--- src/rtl/fifo_unpacker_pkg.sv ---
// fifo_unpacker_pkg: shared sizing helpers and constants for the FIFO unpacker.
//   calc_ratio  - lanes per FIFO word (DATA_WIDTH / OUT_WIDTH)
//   calc_qdepth - word-queue depth needed to absorb the FIFO read latency
//   ptr_w/cnt_w - pointer and occupancy widths for a queue of a given depth
//   cfg_ok      - elaboration-time legality check of the parameter set
//   LaneCntW    - width of the lane index / lane counter
package fifo_unpacker_pkg;

  // Lane counter width; bounds the supported RATIO to 2**LaneCntW.
  localparam int unsigned LaneCntW = 8;
  localparam int unsigned MaxRatio = 1 << LaneCntW;

  function automatic int unsigned calc_ratio(input int unsigned data_w,
                                             input int unsigned out_w);
    return data_w / out_w;
  endfunction

  // One entry per in-flight read plus the entry being drained.
  function automatic int unsigned calc_qdepth(input int unsigned rd_lat);
    return rd_lat + 1;
  endfunction

  function automatic int unsigned ptr_w(input int unsigned depth);
    return (depth > 1) ? $clog2(depth) : 1;
  endfunction

  function automatic int unsigned cnt_w(input int unsigned depth);
    return $clog2(depth + 1);
  endfunction

  function automatic bit cfg_ok(input int unsigned data_w, input int unsigned out_w,
                                input int unsigned rd_lat);
    if (out_w == 0) return 1'b0;
    if ((data_w % out_w) != 0) return 1'b0;
    if ((data_w / out_w) > MaxRatio) return 1'b0;
    return (rd_lat == 1) || (rd_lat == 2);
  endfunction

endpackage

--- src/rtl/fifo_unpacker_if.sv ---
// fifo_unpacker_if: FIFO read port, output stream and control of the unpacker.
//   master modport: the unpacker (drives fifo_rd_en/cs, m_valid/data/last, busy)
//   slave modport : the environment (FIFO, consumer, flush source)
interface fifo_unpacker_if #(
  parameter int unsigned DATA_WIDTH = 64,
  parameter int unsigned OUT_WIDTH  = 16
) ();

  logic                  flush;
  logic                  fifo_empty;
  logic [DATA_WIDTH-1:0] fifo_dout;
  logic                  fifo_rd_en;
  logic                  fifo_rd_cs;
  logic                  m_valid;
  logic                  m_ready;
  logic [OUT_WIDTH-1:0]  m_data;
  logic                  m_last;
  logic                  busy;

  modport master (
    input  flush, fifo_empty, fifo_dout, m_ready,
    output fifo_rd_en, fifo_rd_cs, m_valid, m_data, m_last, busy
  );

  modport slave (
    output flush, fifo_empty, fifo_dout, m_ready,
    input  fifo_rd_en, fifo_rd_cs, m_valid, m_data, m_last, busy
  );

endinterface

--- src/rtl/unpack_word_q.sv ---
// unpack_word_q: small circular word queue behind the FIFO read port.
//   clk, rst_n : clock, asynchronous active-low reset (clears pointers and storage)
//   clear_i    : synchronous drop of all entries; wins over push/pop
//   push_i     : write data_i at the tail
//   pop_i      : release the head entry
//   head_o     : head entry contents
//   occ_o      : number of entries held
//   empty_o    : occ_o == 0
module unpack_word_q
  import fifo_unpacker_pkg::*;
#(
  parameter int unsigned Width = 64,
  parameter int unsigned Depth = 2
) (
  input  logic                      clk,
  input  logic                      rst_n,
  input  logic                      clear_i,
  input  logic                      push_i,
  input  logic [Width-1:0]          data_i,
  input  logic                      pop_i,
  output logic [Width-1:0]          head_o,
  output logic [cnt_w(Depth)-1:0]   occ_o,
  output logic                      empty_o
);

  localparam int unsigned PtrW = ptr_w(Depth);
  localparam int unsigned CntW = cnt_w(Depth);

  logic [Width-1:0] mem_q [Depth];
  logic [PtrW-1:0]  rd_ptr_q, rd_ptr_d;
  logic [PtrW-1:0]  wr_ptr_q, wr_ptr_d;
  logic [CntW-1:0]  occ_q, occ_d;

  function automatic logic [PtrW-1:0] ptr_inc(input logic [PtrW-1:0] p);
    return (p == PtrW'(Depth - 1)) ? '0 : p + 1'b1;
  endfunction

  always_comb begin
    rd_ptr_d = rd_ptr_q;
    wr_ptr_d = wr_ptr_q;
    occ_d    = occ_q;
    if (clear_i) begin
      rd_ptr_d = '0;
      wr_ptr_d = '0;
      occ_d    = '0;
    end else begin
      if (push_i) wr_ptr_d = ptr_inc(wr_ptr_q);
      if (pop_i)  rd_ptr_d = ptr_inc(rd_ptr_q);
      occ_d = occ_q + CntW'(push_i) - CntW'(pop_i);
    end
  end

  always_ff @(posedge clk or negedge rst_n) begin
    if (!rst_n) begin
      rd_ptr_q <= '0;
      wr_ptr_q <= '0;
      occ_q    <= '0;
      // Storage is cleared so the head (and thus m_data) reads zero out of reset.
      for (int i = 0; i < Depth; i++) mem_q[i] <= '0;
    end else begin
      rd_ptr_q <= rd_ptr_d;
      wr_ptr_q <= wr_ptr_d;
      occ_q    <= occ_d;
      if (push_i && !clear_i) mem_q[wr_ptr_q] <= data_i;
    end
  end

  assign head_o  = mem_q[rd_ptr_q];
  assign occ_o   = occ_q;
  assign empty_o = (occ_q == '0);

endmodule

--- src/rtl/fifo_unpacker.sv ---
// fifo_unpacker: drains a synchronous FIFO with a registered read port and splits each
// DATA_WIDTH word into DATA_WIDTH/OUT_WIDTH lanes on a valid/ready stream.
//   clk, rst_n : clock, asynchronous active-low reset
//   bus        : fifo_unpacker_if.master
//                flush in, fifo_empty/fifo_dout in, fifo_rd_en/fifo_rd_cs out,
//                m_valid/m_data/m_last out, m_ready in, busy out
// Build option: define FIFO_UNPACKER_MSB_FIRST_EN to emit the most-significant lane first.
module fifo_unpacker
  import fifo_unpacker_pkg::*;
#(
  parameter int unsigned DATA_WIDTH = 64,
  parameter int unsigned OUT_WIDTH  = 16,
  parameter int unsigned RD_LATENCY = 1
) (
  input logic            clk,
  input logic            rst_n,
  fifo_unpacker_if.master bus
);

  localparam int unsigned Ratio  = calc_ratio(DATA_WIDTH, OUT_WIDTH);
  localparam int unsigned QDepth = calc_qdepth(RD_LATENCY);
  localparam int unsigned CntW   = cnt_w(QDepth);

  if (!cfg_ok(DATA_WIDTH, OUT_WIDTH, RD_LATENCY)) begin : g_cfg_check
    $error("fifo_unpacker: illegal DATA_WIDTH/OUT_WIDTH/RD_LATENCY combination");
  end

  // Read tags: bit 0 is the read issued last cycle, the top bit is returning now.
  logic [RD_LATENCY-1:0] tag_q, tag_d;
  logic [RD_LATENCY-1:0] disc_q, disc_d;
  logic [CntW-1:0]       infl_q, infl_d;
  logic [LaneCntW-1:0]   lane_cnt_q, lane_cnt_d;

  logic [DATA_WIDTH-1:0] q_head;
  logic [CntW-1:0]       q_occ;
  logic                  q_empty;

  logic                  m_valid;
  logic                  lane_last;
  logic                  fire;
  logic                  pop;
  logic                  ret;
  logic                  push;
  logic                  rd_en;
  logic [CntW:0]         level;
  logic [LaneCntW-1:0]   lane_sel;
  logic [OUT_WIDTH-1:0]  m_data;

  assign m_valid   = !q_empty;
  assign lane_last = (lane_cnt_q == LaneCntW'(Ratio - 1));
  assign fire      = m_valid && bus.m_ready;
  assign pop       = fire && lane_last;
  assign ret       = tag_q[RD_LATENCY-1];
  assign push      = ret && !disc_q[RD_LATENCY-1] && !bus.flush;

  // Entries committed after this cycle; each in-flight read already owns a slot.
  assign level = {1'b0, q_occ} + {1'b0, infl_q} - (CntW + 1)'(pop);
  // rst_n gate keeps the strobe low during reset even though the FIFO may hold data.
  assign rd_en = rst_n && !bus.fifo_empty && !bus.flush && (level < (CntW + 1)'(QDepth));

  always_comb begin
    tag_d     = '0;
    disc_d    = '0;
    tag_d[0]  = rd_en;
    disc_d[0] = 1'b0;
    for (int i = 1; i < RD_LATENCY; i++) begin
      tag_d[i]  = tag_q[i-1];
      // Everything still travelling at a flush edge is dropped when it lands.
      disc_d[i] = bus.flush ? tag_q[i-1] : disc_q[i-1];
    end
  end

  always_comb begin
    infl_d     = infl_q + CntW'(rd_en) - CntW'(ret);
    lane_cnt_d = lane_cnt_q;
    if (bus.flush) begin
      lane_cnt_d = '0;
    end else if (fire) begin
      lane_cnt_d = lane_last ? '0 : lane_cnt_q + 1'b1;
    end
  end

  always_ff @(posedge clk or negedge rst_n) begin
    if (!rst_n) begin
      tag_q      <= '0;
      disc_q     <= '0;
      infl_q     <= '0;
      lane_cnt_q <= '0;
    end else begin
      tag_q      <= tag_d;
      disc_q     <= disc_d;
      infl_q     <= infl_d;
      lane_cnt_q <= lane_cnt_d;
    end
  end

  unpack_word_q #(
    .Width (DATA_WIDTH),
    .Depth (QDepth)
  ) u_word_q (
    .clk     (clk),
    .rst_n   (rst_n),
    .clear_i (bus.flush),
    .push_i  (push),
    .data_i  (bus.fifo_dout),
    .pop_i   (pop),
    .head_o  (q_head),
    .occ_o   (q_occ),
    .empty_o (q_empty)
  );

`ifdef FIFO_UNPACKER_MSB_FIRST_EN
  assign lane_sel = LaneCntW'(Ratio - 1) - lane_cnt_q;
`else
  assign lane_sel = lane_cnt_q;
`endif

  always_comb begin
    m_data = '0;
    for (int k = 0; k < Ratio; k++) begin
      if (lane_sel == LaneCntW'(k)) m_data = q_head[k*OUT_WIDTH +: OUT_WIDTH];
    end
  end

  assign bus.fifo_rd_en = rd_en;
  assign bus.fifo_rd_cs = rd_en;
  assign bus.m_valid    = m_valid;
  assign bus.m_data     = m_data;
  // Gated with m_valid so m_last reads zero when idle, including RATIO == 1.
  assign bus.m_last     = m_valid && lane_last;
  assign bus.busy       = (q_occ != '0) || (infl_q != '0);

endmodule
--- src/flat_wrapper.sv ---
// flat-port wrapper written by rule: the top's interface ports become plain ports
module fifo_unpacker_flat import fifo_unpacker_pkg::*;
#(
  parameter int unsigned DATA_WIDTH = 64,
  parameter int unsigned OUT_WIDTH  = 16,
  parameter int unsigned RD_LATENCY = 1
)
  (clk, rst_n, bus_flush, bus_fifo_empty, bus_fifo_dout, bus_m_ready, bus_fifo_rd_en, bus_fifo_rd_cs, bus_m_valid, bus_m_data, bus_m_last, bus_busy);
  fifo_unpacker_if #(.DATA_WIDTH(DATA_WIDTH), .OUT_WIDTH(OUT_WIDTH)) bus_i ();
  input logic clk;
  input logic rst_n;
  input wire logic [$bits(bus_i.flush)-1:0] bus_flush;
  input wire logic [$bits(bus_i.fifo_empty)-1:0] bus_fifo_empty;
  input wire logic [$bits(bus_i.fifo_dout)-1:0] bus_fifo_dout;
  input wire logic [$bits(bus_i.m_ready)-1:0] bus_m_ready;
  output wire logic [$bits(bus_i.fifo_rd_en)-1:0] bus_fifo_rd_en;
  output wire logic [$bits(bus_i.fifo_rd_cs)-1:0] bus_fifo_rd_cs;
  output wire logic [$bits(bus_i.m_valid)-1:0] bus_m_valid;
  output wire logic [$bits(bus_i.m_data)-1:0] bus_m_data;
  output wire logic [$bits(bus_i.m_last)-1:0] bus_m_last;
  output wire logic [$bits(bus_i.busy)-1:0] bus_busy;
  assign bus_i.flush = bus_flush;
  assign bus_i.fifo_empty = bus_fifo_empty;
  assign bus_i.fifo_dout = bus_fifo_dout;
  assign bus_i.m_ready = bus_m_ready;
  assign bus_fifo_rd_en = bus_i.fifo_rd_en;
  assign bus_fifo_rd_cs = bus_i.fifo_rd_cs;
  assign bus_m_valid = bus_i.m_valid;
  assign bus_m_data = bus_i.m_data;
  assign bus_m_last = bus_i.m_last;
  assign bus_busy = bus_i.busy;
  fifo_unpacker #(.DATA_WIDTH(DATA_WIDTH), .OUT_WIDTH(OUT_WIDTH), .RD_LATENCY(RD_LATENCY)) u_core (.clk(clk), .rst_n(rst_n), .bus(bus_i));
endmodule
--- config.mk ---
export PLATFORM = sky130hd
export DESIGN_NAME = fifo_unpacker_flat
export DESIGN_NICKNAME = d
export VERILOG_FILES = /design/src/rtl/fifo_unpacker_pkg.sv /design/src/rtl/fifo_unpacker_if.sv /design/src/rtl/unpack_word_q.sv /design/src/rtl/fifo_unpacker.sv /design/src/flat_wrapper.sv
export SDC_FILE = /design/constraint.sdc
export NUM_CORES = 1
export LEC_CHECK = 0
export CELL_PAD_IN_SITES_DETAIL_PLACEMENT = 0
export CELL_PAD_IN_SITES_GLOBAL_PLACEMENT = 1
export CORE_MARGIN = 1.5
export CORE_UTILIZATION = 50
export CTS_BUF_LIST = sky130_fd_sc_hd__clkbuf_4 sky130_fd_sc_hd__clkbuf_8
export DETAILED_ROUTE_END_ITERATION = 7
export GPL_TIMING_DRIVEN = 0
export HOLD_SLACK_MARGIN = 0.02
export PLACE_DENSITY = 0.95
export SLEW_MARGIN = 20
export SYNTH_ARGS = -nofsm -noshare
export SYNTH_HDL_FRONTEND = slang
export SYNTH_SLANG_ARGS = --single-unit
--- constraint.sdc ---
create_clock -name clk -period 9.85 [get_ports clk]
set_input_delay 1.97 -clock clk [delete_from_list [all_inputs] [get_ports clk]]
set_output_delay 1.97 -clock clk [all_outputs]
set_load 0.02 [all_outputs]
* Word-level counts from Yosys, hierarchy flattened
Cells that the tools add are included.
** Storage, ports and cells
- Output and inout port bits :: 21
- Bits of input ports :: 69
- Logic and storage cells :: 66
- Flip-flop bits (word level) :: 143
** Cells by class
- Bitwise operators :: 2
- Add/subtract/negate cells :: 9
- Reductions and logical operators :: 20
- Mux-type cells :: 20
- $lt $le $gt $ge :: 4
- Equality and inequality tests :: 3
** Operators by type and width (count)
- two-way mux 64 bit :: 4
- bitwise mux 128 bit :: 1
- demux 64 bit (select 1 bit) :: 1
- two-way mux 16 bit :: 4
- two-way mux 8 bit :: 3
- equality test 8 x 2 -> 1 bit, second input constant :: 2
- nonzero test 2 bit :: 5
- logical AND 1 bit :: 9
- adder 8 x 1 -> 8 bit, second input constant :: 1
- equality test 8 x 1 -> 1 bit, second input constant :: 1
- zero test 8 bit :: 1
- two-way mux 1 bit :: 6
- adder 2 x 1 -> 2 bit :: 2
- greater-or-equal comparator 2 bit, second input constant :: 2
- NOT 1 -> 2 bit :: 2
- subtractor 2 x 1 -> 2 bit :: 2
- adder 2 x 2 -> 3 bit :: 1
- zero test 1 bit :: 3
- less-than comparator 3 x 2 -> 1 bit, second input constant :: 1
- subtractor 3 x 1 -> 3 bit :: 1
- adder 1 bit, second input constant :: 2
- zero test 2 bit :: 1
- less-than comparator 2 x 1 -> 1 bit, second input constant :: 1
- two-way mux 2 bit :: 1
- logical OR 1 bit :: 1

* Longest topological paths before layout
- Word-level depth :: 9
- Mapped depth :: 13
- Depth with buffers taken out :: 13

* Hierarchy
A second synthesis with hierarchy kept.
** Unflattened totals
- Cells, all modules :: 561
- Area total of the unflattened synthesis :: 7395.8 um^2
** Modules (own cells, without submodules)
- unpack_word_q :: cells each 359, times used 1, area an instance 6052.1 um^2
- fifo_unpacker :: cells each 202, times used 1, area an instance 1343.8 um^2

* Least setup slack after synthesis
No wires, ideal clock.
- Path kind :: in2out
- Start :: in bus_m_ready
- End :: out bus_fifo_rd_en
- Arrival time :: 4.106 ns
- Stages :: 9
- Slack :: 3.774 ns
- Path buffers :: 1
- Cells stage by stage :: o211ai_1 -> nor4_2 -> ha_1 -> nand2b_1 -> fa_1 -> nor4bb_1 -> nand2_1 -> inv_1 -> buf_4
** On the way
- Longest elaborated chain between the ends :: 5
** RTL lines
- start: declaration :: RTL line flat_wrapper.sv:15 : input wire logic [$bits(bus_i.m_ready)-1:0] bus_m_ready;
- logical AND 1 bit :: RTL line fifo_unpacker.sv:51 : assign fire = m_valid && bus.m_ready;
- logical AND 1 bit :: RTL line fifo_unpacker.sv:52 : assign pop = fire && lane_last;
- subtractor 3 x 1 -> 3 bit :: RTL line fifo_unpacker.sv:57 : assign level = {1'b0, q_occ} + {1'b0, infl_q} - (CntW + 1)'(pop);
- less-than comparator 3 x 2 -> 1 bit :: RTL line fifo_unpacker.sv:59 : assign rd_en = rst_n && !bus.fifo_empty && !bus.flush && (level < (CntW + 1)'(QDepth));
- logical AND 1 bit :: RTL line fifo_unpacker.sv:59
- end: declaration :: RTL line flat_wrapper.sv:16 : output wire logic [$bits(bus_i.fifo_rd_en)-1:0] bus_fifo_rd_en;
No other way between the ends.

* Worst setup path in the final report
Ends and elaborated chain as after synthesis.

==> out/metrics.cfg <==
[synth]
yosys_warnings=0
synth_compound_area_share_pct=5.79
synth_adder_area_share_pct=2.14
synth_mux_area_share_pct=31.1
ys.flop_type=dfrtp_1
yosysTopAreaCellShare_pct=52.9
syn_nets=588
synth_top_cell_by_area=dfrtp_1
yosys.area_share.simple_pct=3.85
synth_cell_type_count=35
synth_commonest_cells=mux2_2 (144), dfrtp_1 (143), mux2i_1 (48)
synth_edf_count=0
synth_area_per_cell_um2=13.3
synth-seq-cells=143
synth-xor-area-share_pct=1.55
netlist_area_um2=6770
synthTopCellsByArea=dfrtp_1 (53%), mux2_2 (24%), mux2i_1 (7.1%)
yosysSeqAreaShare_pct=52.9
synth_top_family_by_area=multiplexers
synth_most_common_cell=mux2_2
syn_inst=508
synth-async-reset-ratio_pct=100

[global_route]
first_global_vias=4768
met2_usage_pct=37.9
grt_use_total_pct=22.7
overflow=0
grt_max_degree=103
grt.met1_usage_pct=28.8
antenna_found_initial=0
met3_usage_pct=5.03
busiest_layer=met2
grt_pass1_wl_mm=24.6

[setup_path]
path_depth=11
cpMostUsedCell=clkdlybuf4s50_1
path_cells=clkdlybuf4s50_1 -> o211ai_1 -> nor4_2 -> ha_1 -> nand2b_1 -> fa_1 -> nor4bb_1 -> nand2_1 -> inv_1 -> buf_4 -> clkdlybuf4s50_1
slowest_delay_ns=0.68
endpoint=bus_fifo_rd_en
crit_path_start_kind=input pin
worst-path-buf-inv=4
crit_start=bus_m_ready
cp_max_fo=7
worstRegToRegCells=12
worst-setup-path-type=in2out
slowest_stage=nor4_2
rr_endpoint=u_core.infl_q[1]
critical-path-top-delay-family=buffers and inverters
cp.arrival_ns=5.55
r2r_setup_slack_ns=5.90
end_kind=primary output
rr_startpoint=u_core.lane_cnt_q[6]
cp_data_required_time_ns=7.88

[route]
drtIter0Drc=252
totalWireLength_mm=15.3
detail-route-antenna-nets=0
vias_per_cell=5.52
via_count=4444
routedWlPerCell_um=19.0
drc_errors=0
firstDrtPassIters=4

[clock_network]
clkSlewWorstSetupHoldPaths_ns=0.07
insertion_delay_ns=0.46
htreeDepth=4
cts-resized-gates=0
cts_hold_buf=0
root_buffer=clkbuf_8
cts_inserted_buffers=17
clock-sinks=143
cts_tree=built
cts_setup_buffers=0
clockBufferDepth=2

[die]
dieArea_um2=14200
io_pins=90
coreArea_um2=13200
start_util_pct=51.1
core.rowCount=42
dieWidth_um=119
die_h_um=119

[sta]
period_minus_slack_ns=7.52
report.final.slew_viol_count=0
hold_viol_final=0
whs_ns=0.473
finalClockSkew_ns=0.0105
setup_tns_ns=0
period_share_pct=76.4
fmax_ghz=0.133
tightest_slew_ns=0.910
setup_viol=0
relSlewSlack_pct=39.1
rsz0062_at_grt=no
fin_ws_ns=2.33

[pwr]
power.leakage_nw=3.85
power_w=0.00180
pwr-share-seq_pct=45.2
ir_drop_uv=95.0
switching_share_pct=28.5
p_int_w=0.00129
p_switching_w=0.000514
power.share.clock_pct=26.4
combPwrFrac_pct=28.4
power_density_nw_per_um2=217

[worst_hold_path]
hold_class=reg2reg
hold_start=u_core.infl_q[1]

[placed_design]
dpl_worst_slack_ns=2.35
place.gp.congestion=0.797
dp_cells=773
io_buffers=88
dp_hpwl_mm=11.3

[finish]
area_delta_synth_final_pct=22.8
multiInputGateArea_um2=3000
num-nets-final=696
final_cells=805
antennaDiodeCount=0
seq_area_um2=3580
fillers=1049
layout-drive-gt1-share_pct=30.5

[flow_run]
drv_cap=0

[status]
run_status=completed

-- final cells by class --
type / count / area share [%]
plain buffers: 34 / 1.81
well taps: 176 / 2.65
clock inverters: 6 / 0.964
repair buffers: 89 / 11.0
multi-input cells: 322 / 36.2
inverters: 9 / 0.407
flip-flops and latches: 143 / 43.1
clock buffers: 26 / 3.93
-- layer usage --
metal	up-vias	wire [µm]
li1	2050	-
met1	2271	6670
met2	104	7600
met3	19	708
met4	0	306
met5	-	0
-- metrics by stage --
step	utilization (%)	area, µm²
floorplan	-	6770
CTS	62.7	8310
detailed placement	59.7	7900
finish	62.7	8310
global placement	59.4	7870
global route	62.7	8310
-- registers in the layout, indices dropped and copies added, names as in the netlist --
name,flops
u_core.infl_q,2
u_core.lane_cnt_q,8
u_core.ret,1
u_core.u_word_q.mem_q,128
u_core.u_word_q.occ_o,2
u_core.u_word_q.rd_ptr_q,1
u_core.u_word_q.wr_ptr_q,1
-- power by group through the flow --
| stage | Combinational [W] | Sequential (W) | Clock (W) |
|---|---|---|---|
| floorplan | 0.000330 | 0.000800 | 0 |
| global placement | 0.000492 | 0.000814 | 0 |
| detailed placement | 0.000511 | 0.000826 | 0 |
| CTS | 0.000514 | 0.000815 | 0.000483 |
| global route | 0.000551 | 0.000832 | 0.000506 |
| finish | 0.000511 | 0.000815 | 0.000476 |
-- worst min-delay path by stage --
stage,end,slack (ns),depth (start not counted)
floorplan,u_core.infl_q[1],0.45,1
global placement,u_core.infl_q[1],0.46,1
detailed placement,u_core.infl_q[1],0.46,1
CTS,u_core.infl_q[1],0.48,1
global route,u_core.infl_q[1],0.51,1
finish,u_core.infl_q[1],0.47,1
-- cells in the final DEF, fill, tap and decap left out, types with 6 or more instances in the layout --
master / Yosys / routed
inv_1: 9 / 9
dfrtp_1: 143 / 143
clkdlybuf4s50_1: 0 / 87
xnor2_1: 7 / 7
a21o_1: 16 / 16
o22ai_1: 16 / 16
nor2_1: 25 / 25
mux2i_1: 48 / 48
a211oi_1: 16 / 16
nor3_1: 6 / 6
buf_2: 9 / 9
clkbuf_1: 19 / 19
clkbuf_8: 0 / 21
mux2_2: 144 / 144
ha_1: 10 / 10
-- worst register-to-register path, delay by kind of cell (launching register included) --
family                     cells  cell delay [ns]
buffers and inverters          1             0.03
DFF                            1             0.41
adders and majority gates      4             1.32
xor gates and xnor gates       2             0.29
and+or+nand+nor                5             1.79
-- kinds of logic after synthesis --
family | Yosys count
simple gates | 51
xor+xnor | 12
buf+inv | 43
mux | 192
fa+ha+maj | 11
compound gates | 56
flops | 143
No activity file was read; power rests on OpenSTA's default activity.
